**config.mk**
```make
export PLATFORM = sky130hd
export DESIGN_NAME = frame_length_gate
export DESIGN_NICKNAME = d
export VERILOG_FILES = /design/src/rtl/frame_length_gate.sv
export SDC_FILE = /design/constraint.sdc
export NUM_CORES = 1
export LEC_CHECK = 0
export ABC_CLOCK_PERIOD_IN_PS = 3000
export BUFFER_PORTS_ARGS = -buffer_cell sky130_fd_sc_hd__buf_2
export CAP_MARGIN = 40
export CORE_UTILIZATION = 40
export CTS_CLUSTER_SIZE = 12
export DETAILED_ROUTE_END_ITERATION = 8
export GPL_ROUTABILITY_DRIVEN = 0
export PLACE_DENSITY_LB_ADDON = 0.12
export SLEW_MARGIN = 20
export SYNTH_ARGS = -nofsm -noshare
export SYNTH_HDL_FRONTEND = slang
export SYNTH_SLANG_ARGS = --single-unit
```
**constraint.sdc**
```tcl
create_clock -name clk -period 3 [get_ports clk]
set_input_delay 0.6 -clock clk [delete_from_list [all_inputs] [get_ports clk]]
set_output_delay 0.6 -clock clk [all_outputs]
set_load 0.1 [all_outputs]
```
**src/rtl/frame_length_gate.sv**
```systemverilog
// frame_length_gate: takes one L1 frame-length token, then forwards exactly the
// byte count that token describes from the data stream. Output tlast/tkeep come
// from the token. The incoming tlast is cross-checked against the token, and a
// mismatch raises a one-cycle error pulse.
//
// state  | meaning
// -------+---------------------------------------------------------------
// IDLE   | waiting for a length token; data path closed
// PASS   | forwarding beats combinationally, counting down remaining bytes
// DRAIN  | discarding input beats up to and including the input tlast
module frame_length_gate #(
    parameter int C_AXIS_TDATA_WIDTH      = 8,
    parameter int C_AXIS_TKEEP_WIDTH      = C_AXIS_TDATA_WIDTH / 8,
    parameter int FRAME_LENGTH_WIDTH      = 16,
    parameter int ENABLE_TIMESTAMP_FOOTER = 1,
    parameter int TIMESTAMP_WIDTH         = 72,
    parameter int L1_LENGTH_OFFSET        = 24
) (
    input  logic                          clk,
    input  logic                          rst,
    input  logic [FRAME_LENGTH_WIDTH-1:0] s_axis_frame_length_tdata,
    input  logic                          s_axis_frame_length_tvalid,
    output logic                          s_axis_frame_length_tready,
    input  logic [C_AXIS_TDATA_WIDTH-1:0] s_axis_tdata,
    input  logic [C_AXIS_TKEEP_WIDTH-1:0] s_axis_tkeep,
    input  logic                          s_axis_tvalid,
    output logic                          s_axis_tready,
    input  logic                          s_axis_tlast,
    output logic [C_AXIS_TDATA_WIDTH-1:0] m_axis_tdata,
    output logic [C_AXIS_TKEEP_WIDTH-1:0] m_axis_tkeep,
    output logic                          m_axis_tvalid,
    input  logic                          m_axis_tready,
    output logic                          m_axis_tlast,
    output logic                          err_frame_overrun,
    output logic                          err_frame_underrun,
    output logic                          err_bad_length
);

    localparam int TS_BYTES = (ENABLE_TIMESTAMP_FOOTER != 0) ? TIMESTAMP_WIDTH / 8 : 0;
    localparam int BW       = FRAME_LENGTH_WIDTH + 2;
    localparam int RW       = FRAME_LENGTH_WIDTH + 1;

    // Net adjustment from the L1 token to the byte count on the wire.
    localparam logic signed [BW-1:0] C_ADJ  = BW'(TS_BYTES - L1_LENGTH_OFFSET);
    localparam logic        [RW-1:0] C_BEAT = RW'(C_AXIS_TKEEP_WIDTH);

    typedef enum logic [1:0] {
        S_IDLE  = 2'd0,
        S_PASS  = 2'd1,
        S_DRAIN = 2'd2
    } state_t;

    state_t               r_state;
    logic [RW-1:0]        r_remaining;
    logic                 r_err_ovr;
    logic                 r_err_und;
    logic                 r_err_bad;

    state_t               w_state_next;
    logic [RW-1:0]        w_remaining_next;
    logic                 w_ovr_next;
    logic                 w_und_next;
    logic                 w_bad_next;
    logic signed [BW-1:0] w_bytes;
    logic                 w_bytes_bad;
    logic                 w_last_beat;
    logic [C_AXIS_TKEEP_WIDTH-1:0] w_mask;
    logic                 w_tok_ready;
    logic                 w_s_ready;
    logic                 w_m_valid;
    logic                 w_m_last;

    // Two extra bits of headroom keep the subtraction from wrapping, so a
    // short token shows up as a negative or zero byte count.
    assign w_bytes     = $signed({2'b00, s_axis_frame_length_tdata}) + C_ADJ;
    assign w_bytes_bad = w_bytes[BW-1] | (w_bytes == '0);
    assign w_last_beat = (r_remaining <= C_BEAT);

    // Keep only the low min(remaining, bytes-per-beat) byte lanes.
    always_comb begin
        w_mask = '0;
        for (int i = 0; i < C_AXIS_TKEEP_WIDTH; i++) begin
            w_mask[i] = (r_remaining > RW'(i));
        end
    end

    // Next-state, counter and handshake decode.
    always_comb begin
        w_state_next     = r_state;
        w_remaining_next = r_remaining;
        w_ovr_next       = 1'b0;
        w_und_next       = 1'b0;
        w_bad_next       = 1'b0;
        w_tok_ready      = 1'b0;
        w_s_ready        = 1'b0;
        w_m_valid        = 1'b0;
        w_m_last         = 1'b0;
        case (r_state)
            S_IDLE: begin
                w_tok_ready = 1'b1;
                if (s_axis_frame_length_tvalid) begin
                    if (w_bytes_bad) begin
                        w_bad_next   = 1'b1;
                        w_state_next = S_DRAIN;
                    end else begin
                        w_remaining_next = w_bytes[RW-1:0];
                        w_state_next     = S_PASS;
                    end
                end
            end
            S_PASS: begin
                w_s_ready = m_axis_tready;
                w_m_valid = s_axis_tvalid;
                w_m_last  = w_last_beat | s_axis_tlast;
                if (s_axis_tvalid && m_axis_tready) begin
                    if (w_last_beat && s_axis_tlast) begin
                        w_state_next = S_IDLE;
                    end else if (s_axis_tlast) begin
                        w_und_next   = 1'b1;
                        w_state_next = S_IDLE;
                    end else if (w_last_beat) begin
                        w_ovr_next   = 1'b1;
                        w_state_next = S_DRAIN;
                    end else begin
                        w_remaining_next = r_remaining - C_BEAT;
                    end
                end
            end
            S_DRAIN: begin
                w_s_ready = 1'b1;
                if (s_axis_tvalid && s_axis_tlast) begin
                    w_state_next = S_IDLE;
                end
            end
            default: begin
                w_state_next = S_IDLE;
            end
        endcase
    end

    // Control state, byte counter and registered error pulses.
    always_ff @(posedge clk) begin
        if (rst) begin
            r_state     <= S_IDLE;
            r_remaining <= '0;
            r_err_ovr   <= 1'b0;
            r_err_und   <= 1'b0;
            r_err_bad   <= 1'b0;
        end else begin
            r_state     <= w_state_next;
            r_remaining <= w_remaining_next;
            r_err_ovr   <= w_ovr_next;
            r_err_und   <= w_und_next;
            r_err_bad   <= w_bad_next;
        end
    end

    // Hold off token acceptance while reset is asserted.
    assign s_axis_frame_length_tready = w_tok_ready & ~rst;
    assign s_axis_tready              = w_s_ready;
    assign m_axis_tdata               = s_axis_tdata;
    assign m_axis_tkeep               = s_axis_tkeep & w_mask;
    assign m_axis_tvalid              = w_m_valid;
    assign m_axis_tlast               = w_m_last;
    assign err_frame_overrun          = r_err_ovr;
    assign err_frame_underrun         = r_err_und;
    assign err_bad_length             = r_err_bad;

endmodule

```
# Word-level counts from Yosys, hierarchy flattened
# Index checks and enable logic that the tools add are counted.
[op_classes] addsub=2 magnitude_cmp=2 eq_ne=10 n_mux=22 bitwise_logic=9 n_reduce_logical=11
[ops] cell="$mux 17" count=6
[ops] cell="$pmux 17 s2" count=1
[ops] cell="$add 17x5->18 const B" count=1
[ops] cell="$logic_not 18->1" count=1
[ops] cell="$gt 17x1->1 const B" count=1
[ops] cell="$le 17x1->1 const B" count=1
[ops] cell="$sub 17x1->17 const B" count=1
[ops] cell="$mux 2" count=7
[ops] cell="$ne 2x2->1 const B" count=7
[ops] cell="$reduce_and 7->1" count=1
[ops] cell="$mux 1" count=6
[ops] cell="$pmux 2 s3" count=1
[ops] cell="$not 1->1" count=5
[ops] cell="$reduce_or 5->1" count=1
[ops] cell="$ne 4x4->1 const B" count=1
[ops] cell="$reduce_and 4->1" count=1
[ops] cell="$reduce_or 4->1" count=1
[ops] cell="$logic_and 1x1->1" count=3
[ops] cell="$reduce_or 3->1" count=1
[ops] cell="$and 1x1->1" count=2
[ops] cell="$eq 2x1->1 const B" count=1
[ops] cell="$eq 2x2->1 const B" count=1
[ops] cell="$logic_not 2->1" count=1
[ops] cell="$or 1x1->1" count=2
[ops] cell="2 further kinds" count=2
[word_totals] regBits=22 inputBits=31 output_inout_bits=16 wordCells=61

# Logic depth before layout (Yosys ltp)
[depth] depth_word=6 depth_mapped=10 depth_no_buf=9

# Worst setup path before layout
# OpenSTA, ideal clock, no wires.
[synth_path] path_kind="flip-flop to output port" start="register r_state[1]" end="output port s_axis_tready" arrival_time_ns=2.593 required_ns=2.400 setup_slack_ns=-0.193 path_stages_with_launch=7 n_path_buf=2 path_cell_list="dfxtp_1 inv_1 ha_1 clkbuf_1 clkbuf_1 a21oi_1 nor2b_1"
[synth_between] elab_chain_len=2 elab_cells_between_ends=3 cone_classes="eq/ne: 2; mux: 1"
[synth_rtl] item="from (decl)" line_no="53" text="state_t r_state;"
[synth_rtl] item="from (signal assigned)" line_no="150" text="r_state <= w_state_next;"
[synth_rtl] item="$eq 2x2->1 or $eq 2x1->1 (tied branches)" line_no="98" text="case (r_state)"
[synth_rtl] item="$pmux 1 s2 *" line_no="98"
[synth_rtl] item="to (decl)" line_no="27" text="output logic s_axis_tready,"
# Mark *: on every way between the ends. The rest lies on a longest branch, timed or not.

# Worst setup path after layout
[layout_path] start="input port s_axis_frame_length_tdata[6]" end="register r_remaining[0]"
[layout_between] elab_chain_len=5
[layout_rtl] item="from (decl)" line_no="21" text="input logic [FRAME_LENGTH_WIDTH-1:0] s_axis_frame_length_tdata,"
[layout_rtl] item="$add 17x5->18 *" line_no="75" text="assign w_bytes = $signed({2'b00, s_axis_frame_length_tdata}) + C_ADJ;"
[layout_rtl] item="$logic_not 18->1" line_no="76" text="assign w_bytes_bad = w_bytes[BW-1] | (w_bytes == '0);"
[layout_rtl] item="$or 1x1->1 *" line_no="76"
[layout_rtl] item="$ne 2x2->1 (no source line) *"
[layout_rtl] item="$reduce_and 7->1 (no source line) *"
[layout_rtl] item="to (signal assigned)" line_no="151" text="r_remaining <= w_remaining_next;"
[layout_rtl] item="to (decl)" line_no="54" text="logic [RW-1:0] r_remaining;"
# Marked as above.
# A chain may end at the register's enable or synchronous reset.

==> results.sh <==
export IMPL_crit_path_end_kind="flip-flop"
export IMPL_nets=339
export IMPL_numCtsBuffers=3
export IMPL_io_buffers=30
export IMPL_syn_num_nets=302
export IMPL_syn_inst=265
export IMPL_tightest_slew_ns=0.726
export IMPL_synthTopCellsByArea="dfxtp_1, a21oi_1, o21ai_0, nor2_1, ha_1"
export IMPL_dp_hpwl_um=4230
export IMPL_rsz0062_at_grt="no"
export IMPL_power_leakage_nw=0.923
export IMPL_yosysWarnings=0
export IMPL_drv_cap=0
export IMPL_synth_edf_count=0
export IMPL_synth_common_cells="a21oi_1, dfxtp_1, nor2_1"
export IMPL_synth_top_area_cell="dfxtp_1"
export IMPL_max_freq_mhz=349
export IMPL_cts_htree_levels=1
export IMPL_grt_max_degree=26
export IMPL_relSlewSlack=0.514
export IMPL_seq_area_frac_synth=0.220
export IMPL_stdcell_area_sq_um=2370
export IMPL_n_antenna_cell=0
export IMPL_place_ws_ns=-0.118
export IMPL_synth_cell_types=59
export IMPL_final_hold_violation_count=0
export IMPL_cp_start_kind="input pin"
export IMPL_required_ns=3.16
export IMPL_syn_avg_cell_area_sq_um=7.57
export IMPL_totalPowerFinal_mw=2.38
export IMPL_avgViaCountPerCell=5.77
export IMPL_worstPathCellList="buf_2 > or4_4 > or4_4 > o41ai_1 > o211ai_1 > a31oi_4 > buf_4 > o21ai_0 > o311a_1"
export IMPL_hold_buffers=0
export IMPL_cp_slowest_cell="or4_4"
export IMPL_post_route_util=0.495
export IMPL_die_x_um=72.8
export IMPL_grt_ovfl_total=0
export IMPL_cpMostUsedCell="or4_4"
export IMPL_hold_path_class="flip-flop to flip-flop"
export IMPL_worstSetupPathType="input pin to flip-flop"
export IMPL_drt_iter0_drc=141
export IMPL_start_util=0.419
export IMPL_drc=0
export IMPL_skew_ns=0.00869
export IMPL_cpPeakStageDelay_ns=0.53
export IMPL_routedWlPerCell_um=15.1
export IMPL_antenna_found_initial=0
export IMPL_cts_root_buffer="clkbuf_8"
export IMPL_vias=2117
export IMPL_grt_pass1_vias=1945
export IMPL_synth_seq_cells=22
export IMPL_ant_nets=0
export IMPL_drv_slew=0
export IMPL_clock_path_buffers=2
export IMPL_path_buf_inv=2
export IMPL_powerDensity_nw_per_um2=1000
export IMPL_clock_sinks=22
export IMPL_timing_final_crit_share=0.954
export IMPL_synth_top_cell_area_share=0.220
export IMPL_status="finished clean"
export IMPL_rows=25
export IMPL_synthArstFlopShare=0
export IMPL_whs_ns=0.477
export IMPL_tns_ns=0
export IMPL_drt_first_pass_iters=4
export IMPL_grtUsageTotal=0.219
export IMPL_cpLargestDelayFamily="compound AO/OA/AOI/OAI gates"
export IMPL_ys_flop_type="dfxtp_1"
export IMPL_syn_to_final_growth_pct=18.2
export IMPL_worst_slack_ns=0.138
export IMPL_finalNonFillerCells=367
export IMPL_final_setup_viol_count=0
export IMPL_vdd_drop_max_v=0.000489
export IMPL_critPathArrivalTime_ns=3.02
export IMPL_critPathMaxFanout=12
export IMPL_netlist_area_sq_um=2010
export IMPL_post_route_cells_drive_above_1_share=0.257
export IMPL_place_inst=363
export IMPL_clock_latency_ns=0.27
export IMPL_dieArea_sq_um=5300
export IMPL_drt_total_wl_um=5550
export IMPL_fin_crit_ns=2.86
export IMPL_postPlaceCellArea_sq_um=2300
export IMPL_cts_tree="done"
export IMPL_io_pins=47
export IMPL_grt_pass1_wl_um=9140
export IMPL_cts_reportedPaths_clkPinSlew_ns=0.08
export IMPL_core_area_sq_um=4790
export IMPL_die_h_um=72.8
-- registers in the layout (all words and copies together) (netlist names) --
| name | flops |
|---|---|
| err_bad_length | 1 |
| err_frame_overrun | 1 |
| err_frame_underrun | 1 |
| r_remaining | 17 |
| r_state | 2 |
-- cell type report --
| type | instances | area, sq um |
|---|---|---|
| fill | 475 | 2420 |
| multi-input combinational | 208 | 1400 |
| sequential | 22 | 440 |
| timing repair buffer | 56 | 363 |
| tap | 67 | 83.8 |
| clock buffer | 3 | 41.3 |
| inverter | 11 | 41.3 |
-- where the power goes --
group | switching (mW) | internal, mW
logic | 1.05 | 0.642
clock network | 0.101 | 0.0899
registers | 0.0979 | 0.398
total | 1.24 | 1.13
-- placed cells by master, fill, tap and decap left out, drive strengths merged, types with 3 or more instances in the layout --
| master | n |
|---|---|
| nor2b | 6 |
| nand2b | 6 |
| xnor2 | 7 |
| o41ai | 4 |
| xor2 | 3 |
| a31oi | 11 |
| a211oi | 3 |
| o21ai | 18 |
| nand2 | 11 |
| or3 | 3 |
| clkbuf | 3 |
| nor2 | 22 |
| ha | 6 |
| o31ai | 5 |
| o311ai | 4 |
| nor4 | 7 |
| o32ai | 5 |
| a211o | 3 |
| buf | 56 |
| a21o | 3 |
| a21oi | 23 |
| nor3 | 14 |
| or4 | 5 |
| inv | 11 |
| nand3 | 6 |
| dfxtp | 22 |
-- worst min-delay path: cells and delay by family, from the launching register on --
kind,cells,cell delay [ns]
flops,1,0.31
simple gates,1,0.06
compound gates,1,0.06
-- worst paths after layout --
kind	from	end	slack [ns]	depth (start not counted)
worst min register to register	r_remaining[7]$_SDFFE_PP0P_	r_remaining[7]$_SDFFE_PP0P_	0.48	2
worst min-delay path	r_remaining[7]$_SDFFE_PP0P_	r_remaining[7]$_SDFFE_PP0P_	0.48	2
worst max register to register	r_remaining[1]$_SDFFE_PP0P_	r_remaining[10]$_SDFFE_PP0P_	0.52	10
worst max-delay path	s_axis_frame_length_tdata[6]	r_remaining[0]$_SDFFE_PP0P_	0.14	9
-- layer usage --
layer / vias up / share of wire / global-route usage
met3: 4 / 0.041 / 0.0290
met2: 51 / 0.46 / 0.366
met4: 0 / 0.0077 / 0.0349
li1: 1070 / - / -
met5: - / 0 / 0
met1: 992 / 0.49 / 0.307
-- cells by family (layout without fill, tap and decap cells) --
group | after synthesis | in the layout | synth area share
fa+ha+maj | 6 | 6 | 0.0374
simple gates | 98 | 98 | 0.271
buf+inv | 35 | 70 | 0.0923
xor+xnor | 10 | 10 | 0.0437
compound gates | 92 | 92 | 0.325
flops | 22 | 22 | 0.220
mux | 2 | 2 | 0.0106
-- what timing repair did --
item / CTS / global route
endpoints found under the setup margin: 0 / 4
setup buffers: 0 / 1
resized for setup: 0 / 7
endpoints found under the hold margin: 0 / 0
(Power assumes the default switching activity.)
